<file path="config.mk">
export PLATFORM = sky130hd
export DESIGN_NAME = pc_fetch_sequencer
export DESIGN_NICKNAME = d
export VERILOG_FILES = /design/src/rtl/pc_seq_pkg.sv /design/src/rtl/PC_Add_3.sv /design/src/rtl/pc_fetch_sequencer.sv
export SDC_FILE = /design/constraint.sdc
export NUM_CORES = 1
export LEC_CHECK = 0
export CAP_MARGIN = 40
export CORE_MARGIN = 4
export CORE_UTILIZATION = 35
export DETAILED_ROUTE_END_ITERATION = 16
export HOLD_SLACK_MARGIN = 0.1
export PLACE_DENSITY = 0.68
export SETUP_SLACK_MARGIN = 0.4
export SLEW_MARGIN = 10
export SYNTH_ARGS = -nofsm -noshare
export SYNTH_HDL_FRONTEND = slang
export SYNTH_SLANG_ARGS = --single-unit
export TNS_END_PERCENT = 30
</file>
<file path="constraint.sdc">
create_clock -name clk -period 5.4 [get_ports clk]
set_input_delay 1.08 -clock clk [delete_from_list [all_inputs] [get_ports clk]]
set_output_delay 1.08 -clock clk [all_outputs]
set_load 0.01 [all_outputs]
</file>
<file path="src/rtl/pc_seq_pkg.sv">
// pc_seq_pkg
//   Shared definitions for the PC fetch sequencer:
//   - ADDR_W / INSTR_W : program-counter and instruction widths
//   - PC_INCR          : sequential PC step (3-byte instructions)
//   - state_t          : sequencer FSM state encoding
//   - pick_target      : redirect target selection (Jump beats Branch)
package pc_seq_pkg;

    localparam int ADDR_W  = 16;
    localparam int INSTR_W = 24;
    localparam int PC_INCR = 3;

    typedef enum logic [1:0] {
        IDLE  = 2'd0,
        REQ   = 2'd1,
        DRAIN = 2'd2,
        OUT   = 2'd3
    } state_t;

    // An unconditional jump always wins over a taken branch.
    function automatic logic [ADDR_W-1:0] pick_target(
        input logic              jump,
        input logic [ADDR_W-1:0] jump_target,
        input logic [ADDR_W-1:0] branch_target
    );
        return jump ? jump_target : branch_target;
    endfunction

endpackage

</file>
<file path="src/rtl/PC_Add_3.sv">
// PC_Add_3
//   Sequential program-counter increment: pc_plus3 = pc + PC_INCR, wrapping
//   modulo 2^ADDR_W (16'hFFFD -> 16'h0000, 16'hFFFE -> 16'h0001).
//
//   Ports
//     pc        in   ADDR_W  current program counter
//     pc_plus3  out  ADDR_W  next sequential program counter
module PC_Add_3
    import pc_seq_pkg::*;
(
    input  logic [ADDR_W-1:0] pc,
    output logic [ADDR_W-1:0] pc_plus3
);

    // The carry out of the top bit is dropped on purpose: the PC wraps.
    assign pc_plus3 = pc + ADDR_W'(PC_INCR);

endmodule

</file>
<file path="src/rtl/pc_fetch_sequencer.sv">
// pc_fetch_sequencer
//   Program-counter sequencer that issues instruction fetches, waits for the
//   memory acknowledge, presents the fetched instruction to decode and then
//   advances the PC by 3 or redirects it on a jump / taken branch.
//
//   Optional feature: define PC_SEQ_INT_EN to add the interrupt ports
//   (Int_Req, Int_Ack, EPC). Without it the block has no interrupt logic.
//
//   Parameters
//     RESET_VECTOR  PC loaded by reset
//     INT_VECTOR    interrupt handler address (only used with PC_SEQ_INT_EN)
//
//   Ports
//     clk, rst_n                     clock, synchronous active-low reset
//     Stall                          hold before issuing the next fetch
//     Branch_Taken / Branch_Target   conditional redirect
//     Jump / Jump_Target             unconditional redirect (higher priority)
//     Fetch_Req / Fetch_Addr         fetch request to instruction memory
//     Fetch_Ack / Fetch_Data         memory acknowledge and returned word
//     Instr_Valid / Instr_Out /
//     Instr_PC / Instr_Ready         fetched instruction towards decode
//     PC_Out                         architectural PC
//     Int_Req / Int_Ack / EPC        interrupt request, one-cycle acknowledge,
//                                    saved return PC (PC_SEQ_INT_EN only)
//     dbg_state                      current FSM state, for observation
//
//   Handshakes: a fetch completes on the rising edge where Fetch_Req and
//   Fetch_Ack are both high; Fetch_Req/Fetch_Addr stay stable until then.
//   An instruction is consumed on the rising edge where Instr_Valid and
//   Instr_Ready are both high; Instr_Out/Instr_PC stay stable until then.
//   A redirect seen while an instruction is presented flushes it instead.
module pc_fetch_sequencer
    import pc_seq_pkg::*;
#(
    parameter logic [ADDR_W-1:0] RESET_VECTOR = 16'h0000,
    parameter logic [ADDR_W-1:0] INT_VECTOR   = 16'h0010
) (
    input  logic               clk,
    input  logic               rst_n,
    input  logic               Stall,
    input  logic               Branch_Taken,
    input  logic [ADDR_W-1:0]  Branch_Target,
    input  logic               Jump,
    input  logic [ADDR_W-1:0]  Jump_Target,
    output logic               Fetch_Req,
    output logic [ADDR_W-1:0]  Fetch_Addr,
    input  logic               Fetch_Ack,
    input  logic [INSTR_W-1:0] Fetch_Data,
    output logic               Instr_Valid,
    output logic [INSTR_W-1:0] Instr_Out,
    output logic [ADDR_W-1:0]  Instr_PC,
    input  logic               Instr_Ready,
    output logic [ADDR_W-1:0]  PC_Out,
`ifdef PC_SEQ_INT_EN
    input  logic               Int_Req,
    output logic               Int_Ack,
    output logic [ADDR_W-1:0]  EPC,
`endif
    output state_t             dbg_state
);

    state_t              state;
    state_t              state_n;
    state_t              resume_state;
    logic [ADDR_W-1:0]   pc_n;
    logic [ADDR_W-1:0]   pc_plus3;
    logic [ADDR_W-1:0]   target;
    logic [ADDR_W-1:0]   fetch_addr_n;
    logic [INSTR_W-1:0]  instr_out_n;
    logic [ADDR_W-1:0]   instr_pc_n;
    logic                fetch_req_n;
    logic                instr_valid_n;
    logic                redirect;
    logic                new_req;

`ifdef PC_SEQ_INT_EN
    logic                int_ack_n;
    logic [ADDR_W-1:0]   epc_n;
`else
    // INT_VECTOR has no use without the interrupt feature.
    logic                unused_int_vector;
    assign unused_int_vector = ^INT_VECTOR;
`endif

    assign dbg_state = state;

    PC_Add_3 u_pc_add_3 (
        .pc       (PC_Out),
        .pc_plus3 (pc_plus3)
    );

    // ------------------------------------------------------------------
    // Next-state and next-output logic
    // ------------------------------------------------------------------
    always_comb begin
        state_n      = state;
        pc_n         = PC_Out;
        fetch_addr_n = Fetch_Addr;
        instr_out_n  = Instr_Out;
        instr_pc_n   = Instr_PC;
        redirect     = Jump | Branch_Taken;
        target       = pick_target(Jump, Jump_Target, Branch_Target);
        // Where to go once the current step is finished: Stall only
        // decides whether the next fetch is issued right away.
        resume_state = Stall ? IDLE : REQ;
`ifdef PC_SEQ_INT_EN
        int_ack_n    = 1'b0;
        epc_n        = EPC;
`endif

        case (state)
            IDLE: begin
                if (redirect) begin
                    pc_n = target;
                end
                state_n = resume_state;
            end

            REQ: begin
                // The request is already on the bus, so Stall is ignored
                // until it is acknowledged.
                if (Fetch_Ack) begin
                    if (redirect) begin
                        // Returned word belongs to the abandoned path.
                        pc_n    = target;
                        state_n = resume_state;
                    end else begin
                        instr_out_n = Fetch_Data;
                        instr_pc_n  = Fetch_Addr;
                        state_n     = OUT;
                    end
                end else if (redirect) begin
                    // Cannot withdraw the request; wait for its ack and
                    // throw the data away.
                    pc_n    = target;
                    state_n = DRAIN;
                end
            end

            DRAIN: begin
                if (redirect) begin
                    pc_n = target;
                end
                if (Fetch_Ack) begin
                    state_n = resume_state;
                end
            end

            OUT: begin
                if (redirect) begin
                    // Presented instruction is flushed even if Instr_Ready.
                    pc_n    = target;
                    state_n = resume_state;
                end else if (Instr_Ready) begin
                    pc_n    = pc_plus3;
                    state_n = resume_state;
                end
`ifdef PC_SEQ_INT_EN
                // The interrupt is taken at the point the PC would move on;
                // the PC it would have moved to becomes the return address.
                if ((redirect || Instr_Ready) && Int_Req) begin
                    epc_n     = pc_n;
                    pc_n      = INT_VECTOR;
                    int_ack_n = 1'b1;
                end
`endif
            end

            default: begin
                state_n = IDLE;
            end
        endcase

        // A fresh request is launched when entering REQ, or when REQ loops
        // back to itself after an acknowledged (and discarded) fetch. A REQ
        // that is still waiting keeps its address stable.
        new_req = (state_n == REQ) && !((state == REQ) && !Fetch_Ack);
        if (new_req) begin
            fetch_addr_n = pc_n;
        end

        fetch_req_n   = (state_n == REQ) || (state_n == DRAIN);
        instr_valid_n = (state_n == OUT);
    end

    // ------------------------------------------------------------------
    // State and output registers
    // ------------------------------------------------------------------
    always_ff @(posedge clk) begin
        if (!rst_n) begin
            state       <= IDLE;
            PC_Out      <= RESET_VECTOR;
            Fetch_Addr  <= RESET_VECTOR;
            Fetch_Req   <= 1'b0;
            Instr_Valid <= 1'b0;
            Instr_Out   <= '0;
            Instr_PC    <= '0;
        end else begin
            state       <= state_n;
            PC_Out      <= pc_n;
            Fetch_Addr  <= fetch_addr_n;
            Fetch_Req   <= fetch_req_n;
            Instr_Valid <= instr_valid_n;
            Instr_Out   <= instr_out_n;
            Instr_PC    <= instr_pc_n;
        end
    end

`ifdef PC_SEQ_INT_EN
    always_ff @(posedge clk) begin
        if (!rst_n) begin
            Int_Ack <= 1'b0;
            EPC     <= '0;
        end else begin
            Int_Ack <= int_ack_n;
            EPC     <= epc_n;
        end
    end
`endif

endmodule

</file>
==> flow_metrics.tcl, run 1 <==
set metrics [dict create \
    dr.pass1.iters 5 \
    tightest_slew_ns 0.7331 \
    crit_required_ns 5.69 \
    cts_buffer_depth 2 \
    switching_share_pct 26.38 \
    final.setup.worst_slack_ns 1.563 \
    hold_class "flip-flop to flip-flop" \
    hpwlAfterDp_mm 7.909 \
    grt_pass1_wl_mm 16.86 \
    drv_slew 0 \
    grt_max_degree 41 \
    grt_pass1_vias 3250 \
    path_class "primary input to flip-flop" \
    rows 35 \
    synth_top_family_by_area "simple AND/OR/NAND/NOR gates" \
    critPathLaunchType "primary input" \
    drcViolationCount 0 \
    tritoncts "yes" \
    clockRootBuffer "clkbuf_8" \
    cp.arrival_ns 4.12 \
    regArea_um2 1521 \
    antenna_found_initial 0 \
    area_growth_pct 50.55 \
    synth_top_flop_cell "dfxtp_1" \
    rsz0062_at_grt "no" \
    overflow 0 \
    dieHeight_um 104.8 \
    cts_made_buffers 9 \
    post-synth-top-area-cell "dfxtp_1" \
    async_flop_share_pct 0 \
    fin_crit_sh_pct 71.05 \
    path_max_fanout 17 \
    initial_utilization_pct 35.69 \
    power_density_nw_per_um2 269.8 \
    wire_per_inst_um 16.47 \
    vdd_drop_max_v 0.0001291 \
    synth_most_common_cell "nand2_1" \
    syn_inst 404 \
    synth_seq_area_share_pct 46.36 \
    power.switching_uw 351.6 \
    seq_power_share_pct 46.8 \
    fillCellCount 887 \
    power.share.clock_pct 35.4 \
    clock_sinks 76 \
    synth_common_cells "94 x nand2_1, 76 x dfxtp_1, 51 x a21oi_1" \
    setup_viol 0 \
    synth_nets 470 \
    drtIter0Drc 151 \
    maxSlewHeadroom_pct 50.84 \
    synthAdderAreaFrac_pct 1.144 \
    vias 3383 \
    cts.clk_slew.worst_paths_ns 0.08 \
    core_area_um2 9196 \
    hold_viol 0 \
    synth_edf_count 0 \
    insertion_delay_ns 0.35 \
    h-tree-depth 3 \
    grt.total_usage_pct 19.20 \
    end_kind "flip-flop" \
    fmax_mhz 260.6 \
    routed_wl_mm 10.67 \
    synth-seq-cells 76 \
    reg2regPathDepth 7 \
    p_comb_share_pct 17.8 \
    drive_above_1_share_pct 5.773 \
    finClkSkew_ns 0.008024 \
    insertedDiodeCount 0 \
    synth-xor-area-share_pct 2.135 \
    cap_violations 0 \
    cts.repair.resized 0 \
    dieWidth_um 104.8 \
    viasPerCell 5.221 \
    synth_top_cell_area_share_pct 46.36 \
    port_buffers 138 \
    ys_types 50 \
    synthSimpleGateAreaFrac_pct 24.21 \
    final_antenna_net_count 0 \
    ios 139 \
    holdPathStages 2 \
    syn-cell-area_um2 3282 \
    nets 598 \
    pre_cts_ws_ns 1.242 \
    dieArea_um2 10990 \
    synthMuxAreaShare_pct 0.9150 \
    synth_warnings 0 \
    power_leakage_nw 1.767 \
    period_minus_slack_ns 3.837 \
    place_congestion 0.8851 \
    syn_avg_cell_area_um2 8.124 \
    cts_setup_buffers 0 \
    multi_input_area_um2 1590 \
    cell_internal_pwr_uw 981.3 \
    outcome "complete, no violations" \
    netlist_top_cells_area "dfxtp_1 46%, nand2_1 11%, a21oi_1 7.8%" \
    setup_tns_ns 0 \
    cts_hold_buffers 0 \
    synth-compound-area-share_pct 20.05 \
]
==> registers in the layout, indices dropped and copies added (netlist names) <==
signal / count
Instr_PC: 16
Fetch_Req: 1
Fetch_Addr: 16
PC_Out: 16
dbg_state: 2
Instr_Out: 24
Instr_Valid: 1
==> critical path: stages <==
cell,delay (ns)
clkdlybuf4s50_1,0.59
nor2_1,0.57
a21oi_1,0.15
o221ai_1,0.33
ha_1,0.23
a21boi_2,0.60
nand2_1,0.20
nor3_1,0.23
a32o_1,0.14
==> placed cells by master (no fill, tap or decap), types with 4 or more instances in the layout <==
master,instances
xnor2_1,4
a21oi_1,51
buf_4,4
dfxtp_1,76
clkbuf_8,9
o21ai_0,14
and2_1,7
nor3_1,9
nand3_1,13
o211ai_1,7
o22ai_1,4
nand2b_1,4
inv_1,7
and3_1,5
nor4_1,4
nand2_1,94
a211oi_1,5
xor2_1,4
clkdlybuf4s50_1,138
nor2_1,22
==> through the flow <==
step,power (mW),std cells,instance area (um2),utilization [%],hold slack (ns)
after floorplan,0.7336,404,3282,-,0.4805
after global placement,0.8678,630,4692,51.02,0.4413
after detailed placement,0.8749,632,4727,51.40,0.4459
after CTS,1.346,648,4941,53.73,0.4577
after global routing,1.394,648,4941,53.73,0.4773
final,1.333,648,4941,53.73,0.4553
==> power groups by stage <==
stage,registers [mW],clock network [mW],logic (mW)
floorplan,0.641,0,0.0927
global placement,0.636,0,0.231
detailed placement,0.637,0,0.238
CTS,0.624,0.483,0.240
global route,0.628,0.508,0.258
finish,0.623,0.472,0.238
==> cell type report <==
| cell class | instances | area share [%] |
|---|---|---|
| inverters | 8 | 0.6077 |
| clock buffers | 10 | 2.583 |
| well taps | 111 | 2.811 |
| repair buffers | 144 | 29.27 |
| flip-flops and latches | 76 | 30.79 |
| multi-input cells | 293 | 32.19 |
| clock inverters | 6 | 1.747 |
==> layer usage <==
layer	share of wire [%]	track usage (%)	routed length [um]	vias up
li1	-	-	-	1661
met1	44	25.23	4658	1553
met2	46	29.97	4901	157
met3	8.9	5.683	947	12
met4	1.5	6.748	162	0
met5	0	0	0	-
==> path summary, 6_finish.rpt <==
kind                                            startpoint                          end  slack (ns)
worst min-delay path            Instr_Out[23]$_SDFFE_PN0P_   Instr_Out[23]$_SDFFE_PN0P_        0.46
worst max-delay path                          Branch_Taken  Fetch_Addr[15]$_SDFFE_PN0P_        1.56
worst min register to register  Instr_Out[23]$_SDFFE_PN0P_   Instr_Out[23]$_SDFFE_PN0P_        0.46
worst max register to register     dbg_state[0]$_SDFF_PN0_  Fetch_Addr[15]$_SDFFE_PN0P_        3.00
==> cell families after synthesis <==
group | count (synthesis)
flops | 76
mux | 3
simple gates | 172
compound gates | 107
fa+ha+maj | 3
xor+xnor | 8
buf+inv | 35
No activity file was read; power rests on OpenSTA's default activity.
==> inputs of run 2 (changes only) <==
clock period = 4 ns   (was 5.4 ns; I/O delays follow)
==> flow_metrics.tcl, run 2 (same netlist as run 1, synthesis figures left out) <==
set metrics [dict create \
    post-place-cells 633 \
    insertedDiodeCount 0 \
    clock_sinks 76 \
    rsz0062_at_grt "no" \
    critPathLaunchType "primary input" \
    cp.arrival_ns 3.27 \
    cts_hold_buffers 0 \
    fillCellCount 883 \
    outcome "complete, no violations" \
    viasPerCell 5.180 \
    cts.repair.resized 0 \
    grt_pass1_wl_mm 17.12 \
    period_minus_slack_ns 3.002 \
    setup_viol 0 \
    met2_length_mm 4.780 \
    crit_required_ns 4.27 \
    final_common_cell "clkdlybuf4s50_1" \
    fmax_mhz 333.1 \
    drv_slew 0 \
    path_max_fanout 17 \
    nets 599 \
    core_area_um2 9196 \
    fin_crit_sh_pct 75.05 \
    hpwlAfterDp_mm 7.891 \
    vdd_drop_max_v 0.0002075 \
    insertion_delay_ns 0.33 \
    power_leakage_nw 1.754 \
    rrSetupSlack_ns 1.82 \
    end_kind "flip-flop" \
    pre_cts_ws_ns 0.7094 \
    drive_above_1_share_pct 6.134 \
    stdcell_area_um2 4918 \
    placed_area_um2 4727 \
    place_congestion 0.8653 \
    final.setup.worst_slack_ns 0.9981 \
    fin_hold_ws_ns 0.4532 \
    rows 35 \
    hold_viol 0 \
    cts_buffer_depth 2 \
    cts.clk_slew.worst_paths_ns 0.07 \
    overflow 0 \
    initial_utilization_pct 35.69 \
    tritoncts "yes" \
    power_density_nw_per_um2 349.4 \
    reg2regPathDepth 9 \
    final_cells 649 \
    ios 139 \
    setup_tns_ns 0 \
    drcViolationCount 0 \
    dieHeight_um 104.8 \
    cts_made_buffers 9 \
    tightest_slew_ns 0.6518 \
    dr.pass1.iters 4 \
    maxSlewHeadroom_pct 56.14 \
    finClkSkew_ns 0.008367 \
    final_util_pct 53.48 \
    area_growth_pct 49.87 \
    port_buffers 138 \
    hold_class "flip-flop to flip-flop" \
    largest_reg_flops 24 \
    cts_setup_buffers 0 \
    antenna_found_initial 0 \
    h-tree-depth 3 \
    wl_met1_mm 4.706 \
    path_class "primary input to flip-flop" \
    grt_pass1_vias 3307 \
    final_antenna_net_count 0 \
    routed.top_layer "met4" \
    grt.total_usage_pct 19.23 \
    met3WireLength_um 917 \
    clockRootBuffer "clkbuf_8" \
    drtIter0Drc 263 \
    cap_violations 0 \
    vias 3362 \
    holdPathStages 2 \
    total_power_mw 1.718 \
    wire_per_inst_um 16.26 \
    routed_wl_mm 10.55 \
    grt_max_degree 41 \
    final_cell_mix "138 x clkdlybuf4s50_1, 94 x nand2_1, 76 x dfxtp_1" \
    dieArea_um2 10990 \
    regMostFlops "Instr_Out" \
    dieWidth_um 104.8 \
]
==> run 2: worst max-delay path, cell delays in order <==
cell             delay [ns]
clkdlybuf4s50_1        0.58
nor2_1                 0.18
buf_4                  0.26
a21oi_1                0.10
o221ai_1               0.30
ha_1                   0.23
a21boi_2               0.15
buf_4                  0.22
nand2_1                0.11
a211oi_1               0.21
a31o_2                 0.13
==> run 2: power breakdown <==
part           total (mW)  internal [mW]  switching, mW
Sequential          0.842          0.798         0.0441
Clock               0.556          0.285          0.271
Combinational       0.321          0.176          0.144
Total                1.72           1.26          0.459
==> run 2: worst paths after layout <==
kind,endpoint,from
setup / recovery,Fetch_Addr[8]$_SDFFE_PN0P_,Branch_Taken
hold / removal,Instr_Out[10]$_SDFFE_PN0P_,Instr_Out[10]$_SDFFE_PN0P_
setup reg to reg,Fetch_Addr[8]$_SDFFE_PN0P_,dbg_state[0]$_SDFF_PN0_
hold reg to reg,Instr_Out[10]$_SDFFE_PN0P_,Instr_Out[10]$_SDFFE_PN0P_
==> run 2: cell type report <==
class                      instances  area [um2]  share of cell area (%)
tap                              111       138.9                   2.824
multi-input combinational        293        1590                   32.33
clock buffer                       9       123.9                   2.518
inverter                           8       30.03                  0.6105
clock inverter                     7       67.56                   1.374
sequential                        76        1521                   30.93
timing repair buffer             145        1446                   29.41
==> run 2: layer usage <==
layer	global-route usage (%)	vias up
met4	6.748	0
met2	30.48	144
met5	0	-
met1	25.25	1542
met3	5.127	11
li1	-	1665
==> inputs of run 3 (changes only) <==
PLACE_DENSITY = 0.71   (was 0.68)
clock period = 2.7 ns   (was 4 ns; I/O delays follow)
==> flow_metrics.tcl, run 3 (same netlist as run 1, synthesis figures left out) <==
set metrics [dict create \
    regMostFlops "Instr_Out" \
    cp-endpoint "Fetch_Addr[15]$_SDFFE_PN0P_" \
    drv_slew 0 \
    max_stage_delay_ns 0.57 \
    power.share.clock_pct 34.1 \
    nets 608 \
    rows 35 \
    final_antenna_net_count 0 \
    setup_tns_ns 0 \
    end_kind "flip-flop" \
    vias 3412 \
    tritoncts "yes" \
    grt_max_degree 41 \
    fmax_mhz 456.3 \
    drtIter0Drc 135 \
    final_common_cell "clkdlybuf4s50_1" \
    placed_area_um2 4802 \
    insertedDiodeCount 0 \
    tightest_slew_ns 0.5206 \
    rrSetupSlack_ns 0.60 \
    cell_internal_pwr_mw 1.972 \
    reg2regPathDepth 8 \
    r2r_start "dbg_state[0]$_SDFF_PN0_" \
    viasPerCell 5.193 \
    cap_violations 0 \
    insertion_delay_ns 0.33 \
    clock_sinks 76 \
    dieWidth_um 104.8 \
    seq_power_share_pct 47.0 \
    hold_class "flip-flop to flip-flop" \
    regArea_um2 1521 \
    antenna_found_initial 0 \
    critical_path.cell_chain "clkdlybuf4s50_1 -> o21ai_0 -> a22o_1 -> inv_1 -> ha_2 -> a21boi_4 -> nand2_1 -> nor3_2 -> a32o_1" \
    grt_pass1_vias 3262 \
    final_util_pct 55.05 \
    wire_per_inst_um 15.48 \
    cts.clk_slew.worst_paths_ns 0.08 \
    power_leakage_nw 1.840 \
    setup_viol 0 \
    final_cell_mix "135 x clkdlybuf4s50_1, 94 x nand2_1, 76 x dfxtp_1" \
    finClkSkew_ns 0.01123 \
    multi_input_area_um2 1638 \
    largest_reg_flops 24 \
    drive_above_1_share_pct 8.791 \
    vdd_drop_max_v 0.0002385 \
    cp.arrival_ns 2.47 \
    clockRootBuffer "clkbuf_8" \
    dieHeight_um 104.8 \
    dieArea_um2 10990 \
    switching_share_pct 25.57 \
    hpwlAfterDp_mm 7.681 \
    routed_wl_mm 10.17 \
    grt_pass1_wl_mm 16.35 \
    fin_crit_sh_pct 81.17 \
    fillCellCount 884 \
    grt.total_usage_pct 18.19 \
    dr.pass1.iters 4 \
    ios 139 \
    slowest_stage "clkdlybuf4s50_1" \
    outcome "complete, no violations" \
    area_growth_pct 54.25 \
    maxSlewHeadroom_pct 65.06 \
    overflow 0 \
    stdcell_area_um2 5062 \
    rsz0062_at_grt "no" \
    drcViolationCount 0 \
    power.switching_uw 677.6 \
    path_max_fanout 5 \
    rr_endpoint "Fetch_Addr[15]$_SDFFE_PN0P_" \
    p_comb_share_pct 18.8 \
    crit_required_ns 2.97 \
    h-tree-depth 3 \
    hold_viol 0 \
    path_class "primary input to flip-flop" \
    port_buffers 138 \
    critPathLaunchType "primary input" \
    period_minus_slack_ns 2.192 \
    cts_buffer_depth 2 \
    cts_made_buffers 9 \
    place_congestion 0.8416 \
    initial_utilization_pct 35.69 \
    core_area_um2 9196 \
    cp-startpoint "Fetch_Ack" \
    power_density_nw_per_um2 523.4 \
]
## run 3: cell types whose count changed in the layout (fill, tap and decap cells not counted), moves of 2 or more
cell / before / now
clkdlybuf4s50_1: 138 / 135
nor3_2: 0 / 2
clkinvlp_4: 3 / 0
nor3_1: 9 / 7
buf_4: 6 / 13
dlygate4sd2_1: 0 / 2
## run 3: metal layers
metal  track usage, %  wire (um)  vias up
met2            31.53       5064      130
met4            4.873         94        0
li1                 -          -     1671
met1            22.52       4398     1602
met3            4.385        616        9
met5                0          0        -
## run 3: how the worst min path moves through the flow
stage,from,to,depth (start not counted)
final,Instr_Out[15]$_SDFFE_PN0P_,Instr_Out[15]$_SDFFE_PN0P_,2
after CTS,Instr_Out[0]$_SDFFE_PN0P_,Instr_Out[0]$_SDFFE_PN0P_,2
after detailed placement,Instr_Out[0]$_SDFFE_PN0P_,Instr_Out[0]$_SDFFE_PN0P_,2
after global placement,Instr_Out[17]$_SDFFE_PN0P_,Instr_Out[17]$_SDFFE_PN0P_,2
after global routing,Instr_PC[11]$_SDFFE_PN0P_,Instr_PC[11]$_SDFFE_PN0P_,2
after floorplan,Instr_Out[0]$_SDFFE_PN0P_,Instr_Out[0]$_SDFFE_PN0P_,2
## run 3: timing repair
item | 4_1_cts | 5_1_grt
gates resized for setup | 5 | 8
gates cloned | 0 | 0
hold buffers | 0 | 0
setup buffers | 0 | 1
endpoints found under the setup margin | 9 | 14
pin swaps | 0 | 0
## run 3: layout make-up
class,count,share of cell area (%)
clock buffers,9,2.447
repair buffers,154,30.23
multi-input cells,293,32.35
inverters,8,0.5932
well taps,111,2.743
clock inverters,6,1.582
flip-flops and latches,76,30.05
## run 3: critical path, delay by kind of cell
family	cells	cell delay (ns)
compound gates	4	0.74
simple gates	2	0.35
buf+inv	2	0.64
fa+ha+maj	1	0.19
## run 3: power groups by stage
stage	combinational (mW)	sequential, mW	clock [mW]
3_5_place_dp	0.481	1.27	0
6_report	0.499	1.25	0.905
4_1_cts	0.487	1.25	0.926
2_1_floorplan	0.186	1.28	0
3_3_place_gp	0.473	1.27	0
5_1_grt	0.540	1.26	0.980
## run 3: stage by stage
stage,setup WS [ns],hold slack (ns),total power [mW],instances
2_1_floorplan,0.4183,0.4805,1.468,404
4_1_cts,0.4031,0.4583,2.660,656
3_5_place_dp,-0.02111,0.4472,1.753,641
6_report,0.5084,0.4548,2.650,657
5_1_grt,0.4203,0.4777,2.775,657
3_3_place_gp,0.1155,0.4412,1.745,641
